**config.mk**
```make
export PLATFORM = sky130hd
export DESIGN_NAME = snd_out
export DESIGN_NICKNAME = d
export VERILOG_FILES = /design/src/rtl/snd_out.sv
export SDC_FILE = /design/constraint.sdc
export NUM_CORES = 1
export LEC_CHECK = 0
export BUFFER_PORTS_ARGS = -buffer_cell sky130_fd_sc_hd__buf_4
export CAP_MARGIN = 5
export CORE_UTILIZATION = 50
export DETAILED_ROUTE_END_ITERATION = 10
export GPL_ROUTABILITY_DRIVEN = 0
export PLACE_DENSITY = 0.7
export SYNTH_ARGS = -nofsm -noshare
export SYNTH_HDL_FRONTEND = slang
export SYNTH_SLANG_ARGS = --single-unit
```
**constraint.sdc**
```tcl
create_clock -name clock -period 3.7 [get_ports clock]
set_input_delay 0.555 -clock clock [delete_from_list [all_inputs] [get_ports clock]]
set_output_delay 0.555 -clock clock [all_outputs]
set_load 0.005 [all_outputs]
```
**src/rtl/snd_out.sv**
```systemverilog
// Audio output stage: paces the sound generator, mixes its four channels,
// applies a click-free fading master gain and drives a 1-bit PDM output.
module snd_out #(
  parameter int SAMPLE_DIV   = 1536,
  parameter int FADE_SAMPLES = 64
) (
  input  logic       clock,
  input  logic       reset,
  input  logic [3:0] s1,
  input  logic [3:0] s2,
  input  logic [3:0] s3,
  input  logic [3:0] s4,
  input  logic [3:0] chan_en,
  input  logic [2:0] volume,
  input  logic       mute,
  output logic       sample_ena,
  output logic [5:0] level,
  output logic       fade_busy,
  output logic       audio_pdm
);

  localparam int DIV_W  = $clog2(SAMPLE_DIV);
  localparam int FADE_W = $clog2(FADE_SAMPLES);
  localparam logic [DIV_W-1:0] DIV_LAST = DIV_W'(SAMPLE_DIV - 1);

  logic [DIV_W-1:0]  div_q, div_d;
  logic              sample_ena_q, sample_ena_d;
  logic              scale_q, scale_d;
  logic [5:0]        mix_q, mix_d;
  logic [3:0]        gain_q, gain_d;
  logic [FADE_W-1:0] fcnt_q, fcnt_d;
  logic [5:0]        level_q, level_d;
  logic [5:0]        acc_q, acc_d;
  logic              pdm_q, pdm_d;

  logic [3:0]        target;
  logic [6:0]        pdm_sum;

  always_comb begin
    div_d        = (div_q == DIV_LAST) ? '0 : div_q + DIV_W'(1);
    sample_ena_d = (div_q == DIV_LAST);
    // scale runs one cycle behind the tick so it sees the freshly captured mix and gain
    scale_d      = sample_ena_q;
    target       = mute ? 4'd0 : {1'b0, volume} + 4'd1;

    mix_d  = mix_q;
    fcnt_d = fcnt_q;
    gain_d = gain_q;
    if (sample_ena_q) begin
      mix_d = (chan_en[0] ? {2'b00, s1} : 6'd0)
            + (chan_en[1] ? {2'b00, s2} : 6'd0)
            + (chan_en[2] ? {2'b00, s3} : 6'd0)
            + (chan_en[3] ? {2'b00, s4} : 6'd0);
      fcnt_d = fcnt_q + FADE_W'(1);
      if (&fcnt_q) begin
        if (gain_q < target) begin
          gain_d = gain_q + 4'd1;
        end else if (gain_q > target) begin
          gain_d = gain_q - 4'd1;
        end
      end
    end

    level_d = level_q;
    if (scale_q) begin
      level_d = 6'((10'(mix_q) * 10'(gain_q)) >> 3);
    end

    // first-order sigma-delta: carry out of the accumulator is the output bit
    pdm_sum = {1'b0, acc_q} + {1'b0, level_q};
    acc_d   = pdm_sum[5:0];
    pdm_d   = pdm_sum[6];
  end

  always_ff @(posedge clock or posedge reset) begin
    if (reset) begin
      div_q        <= '0;
      sample_ena_q <= 1'b0;
      scale_q      <= 1'b0;
      mix_q        <= '0;
      gain_q       <= '0;
      fcnt_q       <= '0;
      level_q      <= '0;
      acc_q        <= '0;
      pdm_q        <= 1'b0;
    end else begin
      div_q        <= div_d;
      sample_ena_q <= sample_ena_d;
      scale_q      <= scale_d;
      mix_q        <= mix_d;
      gain_q       <= gain_d;
      fcnt_q       <= fcnt_d;
      level_q      <= level_d;
      acc_q        <= acc_d;
      pdm_q        <= pdm_d;
    end
  end

  assign sample_ena = sample_ena_q;
  assign level      = level_q;
  assign audio_pdm  = pdm_q;
  assign fade_busy  = (gain_q != target);

endmodule

```
* Word level (Yosys, flattened, before mapping)
Cells that the tools add are included.
** Word-level totals
- Register bits :: 42
- Logic and storage cells :: 33
- Output and inout bits :: 9
** Cells by class
- $lt $le $gt $ge :: 2
- Equality and inequality tests :: 2
- Multiply operators :: 1
- Add/subtract/negate cells :: 9
- Multiplexer cells :: 8
- Reduce and logical (&&, ||, !) cells :: 2
** Operator list (count)
- $mux W4 :: 7
- $add A11 B1 Y11 const B :: 1
- $eq A11 B11 Y1 const B :: 1
- $mux W11 :: 1
- $mul A6 B4 Y9 :: 1
- $reduce_and A8 Y1 :: 1
- $add A6 B6 Y7 :: 1
- $add A5 B4 Y6 :: 1
- $add A6 B1 Y6 const B :: 1
- $add A6 B4 Y6 :: 1
- $add A4 B4 Y5 :: 1
- $add A3 B1 Y4 const B :: 1
- $add A4 B1 Y4 const B :: 1
- $gt A4 B4 Y1 :: 1
- $lt A4 B4 Y1 :: 1
- $ne A4 B4 Y1 :: 1
- $sub A4 B1 Y4 const B :: 1
- $reduce_bool A2 Y1 :: 1

* Depth between registers and ports, before layout
Gate-level depths: netlist (run 1).
- Word-level depth :: 5
- Mapped depth :: 13

* Worst setup path before layout (run 1)
Ideal clock, no wire load.
- Path type :: register to register
- From :: reg gain_q[3]
- To :: reg level_q[5] (netlist: level[5])
- Arrival time :: 2908 ps
- Clock period less this slack :: 3033 ps
- Slack :: 667 ps
- Data required time :: 3575 ps
- Stages on the path, launching flop included :: 11
- Cell sequence :: dfrtp_1 -> nand2_1 -> fa_1 -> fa_1 -> inv_1 -> fa_1 -> a211oi_2 -> o21bai_1 -> a21oi_1 -> xnor2_1 -> mux2_2
** Between the ends
- Cells in the longest elaborated chain, start to end :: 1
** Ends and longest elaborated chain
- start: declaration :: RTL line 30 : logic [3:0] gain_q, gain_d;
- start signal: assignment :: RTL line 91 : gain_q <= gain_d;
- $mul A6 B4 Y9 :: RTL line 66 : level_d = 6'((10'(mix_q) * 10'(gain_q)) >> 3);
- end signal: assignment :: RTL line 93 : level_q <= level_d;
- end: declaration :: RTL line 32 : logic [5:0] level_q, level_d;
No other way between the ends.
A chain may end at the register's enable or synchronous reset.

* Final worst setup path (run 1)
- From :: reg gain_q[3]
- To :: reg level_q[4] (netlist: level[4])
The elaborated chain is that of the path after synthesis.

==> results of run 1 <==
[worst max-delay path: stages, from the launching register on]
cell and delay [ps]:
dfrtp_1 470, and2_1 220, fa_1 540, inv_1 60, fa_1 530, inv_1 40, ha_1 360, a21oi_1 240
o21ai_0 110, o21bai_1 170, xor2_1 150, mux2_2 260
[final timing paths]
path | cells past startpoint | end | start | slack [ps]
min in group clock | 1 | fcnt_q[5] | fcnt_q[5] | 470
worst max register to register | 11 | level[4] | gain_q[3] | 440
worst min register to register | 1 | fcnt_q[5] | fcnt_q[5] | 470
worst max-delay path | 11 | level[4] | gain_q[3] | 440
worst min-delay path | 3 | div_q[10] | reset | 390
max in group asynchronous | 3 | fcnt_q[5] | reset | 2950
[metrics by stage]
stage	setup WS, ps	utilization (%)	hold WS (ps)	area (um2)
CTS	467	60.5	413	3390
detailed placement	474	59.0	460	3310
floorplan	667	-	438	2960
global route	281	60.5	431	3390
global placement	530	59.0	454	3310
finish	443	60.5	394	3390
[layer usage]
layer	vias to the layer above	routed length, um	part of all wire (%)	global-route usage (%)
li1	1008	-	-	-
met5	-	0	0	0
met4	0	40	0.86	4.91
met2	22	2210	47	29.7
met1	979	2280	49	24.0
met3	4	135	2.9	4.14
[layout by cell type, fill, tap and decap left out, drive strengths merged, types with 2 or more instances in the layout]
cell,instances
dfrtp,42
and4,2
nor2,12
mux2,12
o21ai,4
buf,35
xnor2,15
clkbuf,6
and3,5
inv,31
clkinv,2
nand2,26
nand2b,3
and2,20
ha,30
nand4,3
fa,18
a21oi,15
xor2,13
a211oi,3
o21bai,4
nand3,7
a21o,7
[logic make-up after synthesis]
family / Yosys count / synth area share (%)
AOI/OAI and AO/OA: 34 / 7.31
xor gates and xnor gates: 28 / 8.28
adders and majority gates: 48 / 24.8
buffers and inverters: 33 / 4.18
DFF: 42 / 35.5
muxes: 13 / 4.90
and+or+nand+nor: 82 / 15.0
[power by group]
group	switching, mW	leakage [nW]	total, mW	internal (mW)
Combinational	0.115	1.22	0.226	0.110
Clock	0.155	0.0452	0.288	0.133
Sequential	0.0124	0.555	0.476	0.463
[registers in the layout (all words and copies together) (netlist names)]
register / cells
acc_q: 6
fcnt_q: 6
scale_q: 1
div_q: 11
level: 6
audio_pdm: 1
mix_q: 6
gain_q: 4
sample_ena: 1
[area by class of cell]
class | count | area (um2) | area share, %
clock inverter | 2 | 13.8 | 0.405
multi-input combinational | 205 | 1790 | 52.7
sequential | 42 | 1050 | 31.0
tap | 72 | 90.1 | 2.65
clock buffer | 6 | 72.6 | 2.14
inverter | 31 | 116 | 3.43
timing repair buffer | 35 | 263 | 7.74
==> flow_summary.ini, run 1 <==
[status]
outcome = finished clean

[clock_network]
cts-root-to-sink-buffers = 2
cts_root_buf = clkbuf_8
clk_pin_slew_ps = 80
postCtsResizedCells = 0
cts_buffers = 5
htreeDepth = 2
cts_tree = done
cts_hold_buf = 0
cts_setup_buffers = 0
clock_latency_ps = 290
clock_sinks = 42

[sta]
maxSlewViolCount = 0
min_period_ps = 3260
setup-tns-final_ps = 0
finalSetupViolations = 0
worst_pin_slew_ps = 524
hold_viol = 0
relSlewSlack_pct = 65.0
rsz0062_at_grt = false
fmax_ghz = 0.307
fin_skew_ps = 5.75
fin_crit_sh_pct = 88.0

[cells_and_area]
areaGrowthSynthToFinish_pct = 14.6
drive_gt1_share_pct = 18.4
n_antenna_cell = 0
nFillCells = 515
final-instance-count-excl-fill = 393
nNetsFinal = 394

[power]
power.total_mw = 0.990
p_per_area_nw_per_um2 = 292
ir_drop_v = 0.000217
p_leak_nw = 1.82

[yosys]
async_flop_share_pct = 100
synthFlopType = dfrtp_1
synth_cell_types = 31
ys_seq_area_share_pct = 35.5
yosysTopAreaCellShare_pct = 35.5
syn_area_um2 = 2960
avgSynthCellArea_um2 = 10.6
synth_common_cells = dfrtp_1, inv_1, ha_1
synth-edff-count = 0
yosys.area.top_type = dfrtp_1
yosysMostFrequentCell = dfrtp_1
netlist_instances = 280
synth_area_leaders = dfrtp_1, ha_1, fa_1
ys_warn_count = 0
synth_nets = 354
synth_seq_cells = 42

[placement]
hpwl_um = 3720
dp_cells = 385
io_buffers = 34

[die]
fp-row-count = 27
die_h_um = 79.0
fp.coreArea_um2 = 5610
die_area_um2 = 6240
initial_core_util_pct = 52.8
io_pins = 35
dieWidth_um = 79.0

[setup_path]
start_kind = flop
end_kind = flop
critPathKind = reg2reg
critical_path_arrival_ps = 3430
critPathMaxFanout = 8
crit_required_ps = 3880

[drt]
vias = 2013
antenna_left = 0
first_pass_iters = 5
wl_per_cell_um = 11.9
drt_iter0_drc = 45
drt_wl_total_um = 4670
drc = 0
viasPerCell = 5.12

[global_route]
overflow = 0
grt_antenna_before_repair = 0
grt_pass1_vias = 2112
grt_pass1_wl_um = 8930
grt_usage_pct = 18.1
grt_max_degree = 43

[min_path]
hp-class = in2async

[run]
max_cap_viol_count = 0
No activity file was read; power rests on OpenSTA's default activity.
==> run 2: changes to the inputs <==
--- a/config.mk
+++ b/config.mk
@@ -7,10 +7,10 @@
 export LEC_CHECK = 0
 export BUFFER_PORTS_ARGS = -buffer_cell sky130_fd_sc_hd__buf_4
 export CAP_MARGIN = 5
-export CORE_UTILIZATION = 50
+export CORE_UTILIZATION = 59
 export DETAILED_ROUTE_END_ITERATION = 10
 export GPL_ROUTABILITY_DRIVEN = 0
-export PLACE_DENSITY = 0.7
+export PLACE_DENSITY = 0.81
 export SYNTH_ARGS = -nofsm -noshare
 export SYNTH_HDL_FRONTEND = slang
 export SYNTH_SLANG_ARGS = --single-unit
==> run 2 against run 1 <==
Die area down 15%. Worst setup slack better by 24 ps. Power increased by 7.0%. Maximum frequency increased by 0.73%. Global-route usage grew 4.0 points. Combinational power is essentially flat. Sequential power about the same. Clock skew rose by 1.2 ps. Routed wire length up 2.5%. Critical path type unchanged.
==> flow_summary.ini, run 2 (synthesized netlist as in run 1, its figures left out) <==
[min_path]
holdPathStages = 1
whs_endpoint = div_q[8]
hp-class = reg2reg
worstHoldStart = div_q[8]

[clock_network]
cts_root_buf = clkbuf_8
cts_setup_buffers = 0
postCtsResizedCells = 0
cts_hold_buf = 0
clock_latency_ps = 300
cts_buffers = 5
clock_sinks = 42
clk_pin_slew_ps = 80
htreeDepth = 2
cts-root-to-sink-buffers = 2
cts_tree = done

[setup_path]
start_kind = flop
r2r-start = gain_q[3]
rrSetupSlack_ps = 470
r2r_cells = 10
worstReg2RegEnd = level[5]
end_kind = flop
critPathKind = reg2reg
critical_path_arrival_ps = 3420
critPathMaxFanout = 8
crit_required_ps = 3890

[placement]
io_buffers = 34
placedInstanceArea_um2 = 3300
dp_cells = 380
hpwl_um = 3910
place_ws_ps = 466

[die]
io_pins = 35
die_area_um2 = 5310
die_h_um = 72.9
dieWidth_um = 72.9
fp-row-count = 25
initial_core_util_pct = 61.9
fp.coreArea_um2 = 4790

[cells_and_area]
drive_gt1_share_pct = 18.7
final-instance-count-excl-fill = 388
finalInstanceArea_um2 = 3410
mostFrequentLayoutCells = dfrtp_1, buf_4, inv_1, ha_1, nand2_1
n_antenna_cell = 0
fin_util_pct = 71.3
largest_reg_flops = 11
areaGrowthSynthToFinish_pct = 15.1
largest-register = div_q
nNetsFinal = 394
final_common_cell = dfrtp_1

[global_route]
grt_usage_pct = 22.1
grt_pass1_vias = 2100
grt_pass1_wl_um = 8960
grt_max_degree = 29
overflow = 0
grt_antenna_before_repair = 0

[drt]
viasPerCell = 5.26
drc = 0
vias = 2042
antenna_left = 0
drt_iter0_drc = 79
first_pass_iters = 4
drt_wl_total_um = 4780
wl_per_cell_um = 12.3

[sta]
worst_slack_ps = 467
hold_ws_ps = 475
fin_crit_sh_pct = 87.4
finalSetupViolations = 0
maxSlewViolCount = 0
relSlewSlack_pct = 33.1
rsz0062_at_grt = false
min_period_ps = 3230
setup-tns-final_ps = 0
fmax_ghz = 0.309
hold_viol = 0
fin_skew_ps = 6.90
worst_pin_slew_ps = 1000

[run]
max_cap_viol_count = 0

[power]
power.total_mw = 1.06
ir_drop_v = 0.000253
p_leak_nw = 1.83
p_per_area_nw_per_um2 = 311

[status]
outcome = finished clean
## run 2: final cells by class
| cell class | instances | area (um2) |
|---|---|---|
| clock buffer | 5 | 68.8 |
| clock inverter | 3 | 40.0 |
| fill | 368 | 1380 |
| inverter | 31 | 116 |
| multi-input combinational | 205 | 1790 |
| sequential | 42 | 1050 |
| tap | 67 | 83.8 |
| timing repair buffer | 35 | 263 |
## run 2: worst max-delay path by stage
stage               end  cells after the start       from
6_report       level[5]                     10  gain_q[3]
5_1_grt        level[4]                     11  gain_q[3]
4_1_cts        level[5]                     10  gain_q[3]
3_5_place_dp   level[5]                     10  gain_q[3]
3_3_place_gp   level[5]                     10  gain_q[3]
2_1_floorplan  level[5]                     10  gain_q[3]
## run 2: layer usage
layer  wire length, um  part of all wire (%)  up-vias  track usage [%]
li1                  -                     -     1008                -
met1              2170                    45     1000             27.4
met2              2440                    51       26             38.8
met3               117                   2.4        8             4.14
met4                63                   1.3        0             7.19
met5                 0                     0        -                0
## run 2: worst max-delay path, cell delays in order (launching register included)
cell and delay [ps]:
dfrtp_1 490, nand2_1 120, fa_1 520, fa_1 540, inv_1 60, fa_1 490, a211oi_2 260, o21bai_1 100
a21oi_1 180, xnor2_1 90, mux2_2 270
## run 2: power by group
part,switching (mW),internal (mW)
registers,0.0125,0.464
logic,0.116,0.111
clock network,0.158,0.199
